File: src/rtl/enc_round_sched.sv
// enc_round_sched: iterative 12-bit SPN encryption round scheduler.
// A single round datapath (state + key registers) is reused for ROUNDS
// cycles per block. Plaintext/key enter via valid/ready and the ciphertext
// leaves via valid/ready. ROUNDS must lie in 1..15 (4-bit round counter).
module enc_round_sched #(
    parameter int ROUNDS = 2
) (
    input  logic        clk,
    input  logic        rst,
    input  logic        in_valid,
    output logic        in_ready,
    input  logic [11:0] din,
    input  logic [11:0] key,
    output logic        out_valid,
    input  logic        out_ready,
    output logic [11:0] dout,
    output logic        busy
);

    typedef enum logic [1:0] {
        IDLE = 2'd0,
        RUN  = 2'd1,
        DONE = 2'd2
    } state_t;

    localparam logic [3:0] LAST = 4'(ROUNDS);

    state_t      state;
    logic [11:0] st;
    logic [11:0] kr;
    logic [3:0]  cnt;
    logic [11:0] st_next;

    // 3-bit substitution box, result packed as {sbo2, sbo1, sbo0}
    function automatic logic [2:0] sbox(input logic [2:0] sbi);
        return {~sbi[1] ^ sbi[0] ^ sbi[2], ~sbi[1], sbi[0]};
    endfunction

    // Four S-boxes; each group lands two bits higher, group 3 wraps around
    function automatic logic [11:0] spn(input logic [11:0] si);
        logic [2:0] g0, g1, g2, g3;
        g0 = sbox(si[2:0]);
        g1 = sbox(si[5:3]);
        g2 = sbox(si[8:6]);
        g3 = sbox(si[11:9]);
        return {g3[0], g2, g1, g0, g3[2:1]};
    endfunction

    // Key schedule step: key XOR inverted left-rotate-by-one of itself
    function automatic logic [11:0] ka(input logic [11:0] k);
        return k ^ ~{k[10:0], k[11]};
    endfunction

    // One full round applied to the current state and round key
    assign st_next = spn(st) ^ kr;

    // Handshake flags decode from state only, no input-to-output path
    assign in_ready = (state == IDLE);
    assign busy     = (state != IDLE);

    // Round FSM: accept, iterate ROUNDS times, hold result until taken
    always_ff @(posedge clk or posedge rst) begin
        if (rst) begin
            state     <= IDLE;
            st        <= 12'h000;
            kr        <= 12'h000;
            cnt       <= 4'd0;
            dout      <= 12'h000;
            out_valid <= 1'b0;
        end else begin
            case (state)
                IDLE: begin
                    if (in_valid) begin
                        st    <= din ^ key;
                        kr    <= ka(key);
                        cnt   <= 4'd1;
                        state <= RUN;
                    end
                end
                RUN: begin
                    st <= st_next;
                    kr <= ka(kr);
                    if (cnt == LAST) begin
                        dout      <= st_next;
                        out_valid <= 1'b1;
                        state     <= DONE;
                    end else begin
                        cnt <= cnt + 4'd1;
                    end
                end
                DONE: begin
                    if (out_ready) begin
                        out_valid <= 1'b0;
                        state     <= IDLE;
                    end
                end
                default: begin
                    state     <= IDLE;
                    out_valid <= 1'b0;
                end
            endcase
        end
    end

endmodule

File: config.mk
export PLATFORM = sky130hd
export DESIGN_NAME = enc_round_sched
export DESIGN_NICKNAME = d
export VERILOG_FILES = /design/src/rtl/enc_round_sched.sv
export SDC_FILE = /design/constraint.sdc
export NUM_CORES = 1
export LEC_CHECK = 0
export BUFFER_PORTS_ARGS = -buffer_cell sky130_fd_sc_hd__buf_4
export CAP_MARGIN = 10
export CORE_UTILIZATION = 59
export CTS_CLUSTER_DIAMETER = 200
export DETAILED_ROUTE_END_ITERATION = 8
export PLACE_DENSITY = 0.84
export SYNTH_ARGS = -nofsm -noshare
export SYNTH_HDL_FRONTEND = slang
export SYNTH_SLANG_ARGS = --single-unit
File: constraint.sdc
create_clock -name clk -period 4.2 [get_ports clk]
set_clock_uncertainty 0.1 [all_clocks]
set_input_delay 1.05 -clock clk [delete_from_list [all_inputs] [get_ports clk]]
set_output_delay 1.05 -clock clk [all_outputs]
set_load 0.03 [all_outputs]
==> flow_summary_export.csv <==
group,metric,value,unit
run_status,status,"completed",
setup_path,crit_fanout,27,
floorplanning,ioPinCount,43,
synthesis,syn_area_per_cell,9.92,sq um
timing,period_share,64.8,%
detailed_routing,viasPerCell,5.86,
cts,cts.clk_slew.worst_paths,0.08,ns
synthesis,ys.flop_type,"dfrtp_1",
power_and_ir_drop,max-vdd-ir-drop,0.514,mV
power_and_ir_drop,pwr-share-comb,53.8,%
detailed_routing,drt_iter0_markers,125,
setup_path,path_cells,"nor2_1 -> inv_1 -> buf_4",
setup_path,start_kind,"flop",
floorplanning,dieArea,0.00433,sq mm
cts,insertion_delay,0.30,ns
power_and_ir_drop,power_density,886,mW/mm^2
detailed_routing,dr.pass1.iters,4,
cts,cts_tree,"yes",
timing,worst_pin_slew,1.22,ns
timing,hold_violations,0,
finish,nets,310,
synthesis,synth_edf_count,0,
timing,final.setup.tns,0,ns
floorplanning,core,0.00377,sq mm
synthesis,synthesis.instances,242,
place,place_congestion,0.781,
global_route,antenna_found_initial,0,
cts,cts_sinks,43,
place,dp_hpwl,3680,um
setup_path,max_stage_delay,0.92,ns
setup_path,crit_type,"reg -> out",
synthesis,syn_nets,272,
job,cap_violations,0,
global_route,grt_pass1_vias,1897,
cts,postCtsHoldBufs,0,
timing,timing.final.ws_setup,1.48,ns
detailed_routing,vias,1921,
power_and_ir_drop,seq_power_share,35.5,%
power_and_ir_drop,switchingPower,1.14,mW
cts,cts_setup_buffers,0,
setup_path,arrival,1.57,ns
place,placed_area,0.00272,sq mm
synthesis,ys_types,35,
finish,drive_gt1_share,22.1,%
global_route,grt_start_max_net_pins,44,
setup_path,cp_top_family,"flip-flops",
timing,setup_viol,0,
synthesis,async_reset_ff_share,100,%
cts,cts-buffers-inserted,5,
global_route,overflow,0,
detailed_routing,ant_nets,0,
global_route,grt_pass1_wl,9060,um
finish,final_area,0.00281,sq mm
detailed_routing,wl_per_cell,16.4,um
finish,layout_common_cells,"43 x dfrtp_1, 43 x buf_4, 30 x nand2_1",
hold_path,hp-class,"reg -> reg",
synthesis,syn_area,0.00240,sq mm
cts,htree_levels,2,
power_and_ir_drop,leakagePower,1.25,nW
timing,period_minus_slack,2.72,ns
global_route,grt_usage,28.4,%
floorplanning,start_util,63.6,%
timing,relSlewSlack,18.2,%
finish,syn2layout_area_growth,17.1,%
setup_path,endpoint_kind,"primary output",
synthesis,ys_seq_area_share,44.8,%
timing,grt_setup_unrepaired,"false",
floorplanning,num_rows,22,
detailed_routing,drc,0,
power_and_ir_drop,p_int,1.35,mW
synthesis,yosysWarnings,0,
cts,clockBufferDepth,2,
floorplanning,die_h,65.8,um
setup_path,worst-path-buf-inv,2,
place,dp_slack,1.63,ns
detailed_routing,routed_wl,5390,um
cts,cts.repair.resized,0,
setup_path,required,3.05,ns
finish,n_antenna_cell,0,
timing,drv_slew,0,
cts,cts-root-buf,"clkbuf_8",
timing,clock.fmax,367,MHz
place,port_buffers,42,
setup_path,cp_slowest_cell,"dfrtp_1",
floorplanning,die_w,65.8,um
synthesis,synth_seq_cells,43,
power_and_ir_drop,pwr-share-clk,10.8,%
power_and_ir_drop,power_switching_share,45.7,%
[area by class of cell]
type,count,area (sq um)
tap,48,60.1
fill,281,961
multi-input combinational,183,1250
inverter,4,15.0
timing repair buffer,43,323
clock buffer,6,82.6
sequential,43,1080
clock inverter,1,5.00
[synth_stat cells (5+ instances only)]
cell type / number / share of area, %
xnor2_1: 18 / 6.6
nand3_1: 9 / 1.9
xor2_1: 26 / 9.5
o22ai_1: 5 / 1.3
clkbuf_1: 5 / 0.78
nor2_1: 8 / 1.3
nand2_1: 30 / 4.7
nand3b_1: 5 / 1.6
buf_2: 6 / 1.3
dfrtp_1: 43 / 45
o2bb2ai_1: 6 / 2.2
o21ai_0: 15 / 3.1
a21oi_1: 24 / 5.0
[metal layers]
metal  GRT usage [%]  share of wire [%]  vias up
met5               0                  0        -
met4            12.8               0.84        0
met3            5.34                6.0        4
met2            46.0                 51       75
met1            36.7                 42      931
li1                -                  -      911
[final timing paths]
check                           startpoint  endpoint  slack [ns]  depth (start not counted)
worst max-delay path              state[0]      busy        1.48                          3
worst min-delay path                 st[2]     st[2]        0.41                          2
worst max register to register    state[0]     st[2]        1.77                          3
worst min register to register       st[2]     st[2]        0.41                          2
max in group asynchronous              rst     st[8]        2.84                          3
min in group asynchronous              rst    kr[11]        0.78                          3
[power by group through the flow]
stage | Combinational [mW] | Sequential (mW) | Clock [mW]
2_1_floorplan | 0.927 | 0.918 | 0
3_3_place_gp | 1.28 | 0.871 | 0
3_5_place_dp | 1.33 | 0.882 | 0
4_1_cts | 1.33 | 0.877 | 0.271
5_1_grt | 1.48 | 0.910 | 0.292
6_report | 1.34 | 0.883 | 0.268
[worst register-to-register path, stage by stage, from the launching register on]
cell and delay, ns:
dfrtp_1 0.92, nand2b_1 0.75, mux2i_1 0.38, o21ai_0 0.10
[flip-flops by register name (all words and copies together) (netlist names)]
signal and cells:
out_valid 1, cnt 4, state 2, kr 12
dout 12, st 12
[through the flow]
stage	instances	util, %	total power, mW	hold WS (ns)
after detailed placement	321	72.2	2.21	0.395
after CTS	328	74.5	2.48	0.412
after global routing	328	74.5	2.69	0.427
after global placement	321	72.2	2.15	0.382
final	328	74.5	2.49	0.410
after floorplan	242	-	1.85	0.369
[cell families (layout without fill, tap and decap cells)]
kind of cell | count (synthesis) | count (layout) | share of synthesized area [%]
compound gates | 63 | 63 | 15.7
simple gates | 62 | 62 | 13.1
fa+ha+maj | 2 | 2 | 1.04
mux | 12 | 12 | 6.05
buf+inv | 16 | 54 | 3.13
flops | 43 | 43 | 44.8
xor+xnor | 44 | 44 | 16.1
No activity file was read; power rests on OpenSTA's default activity.
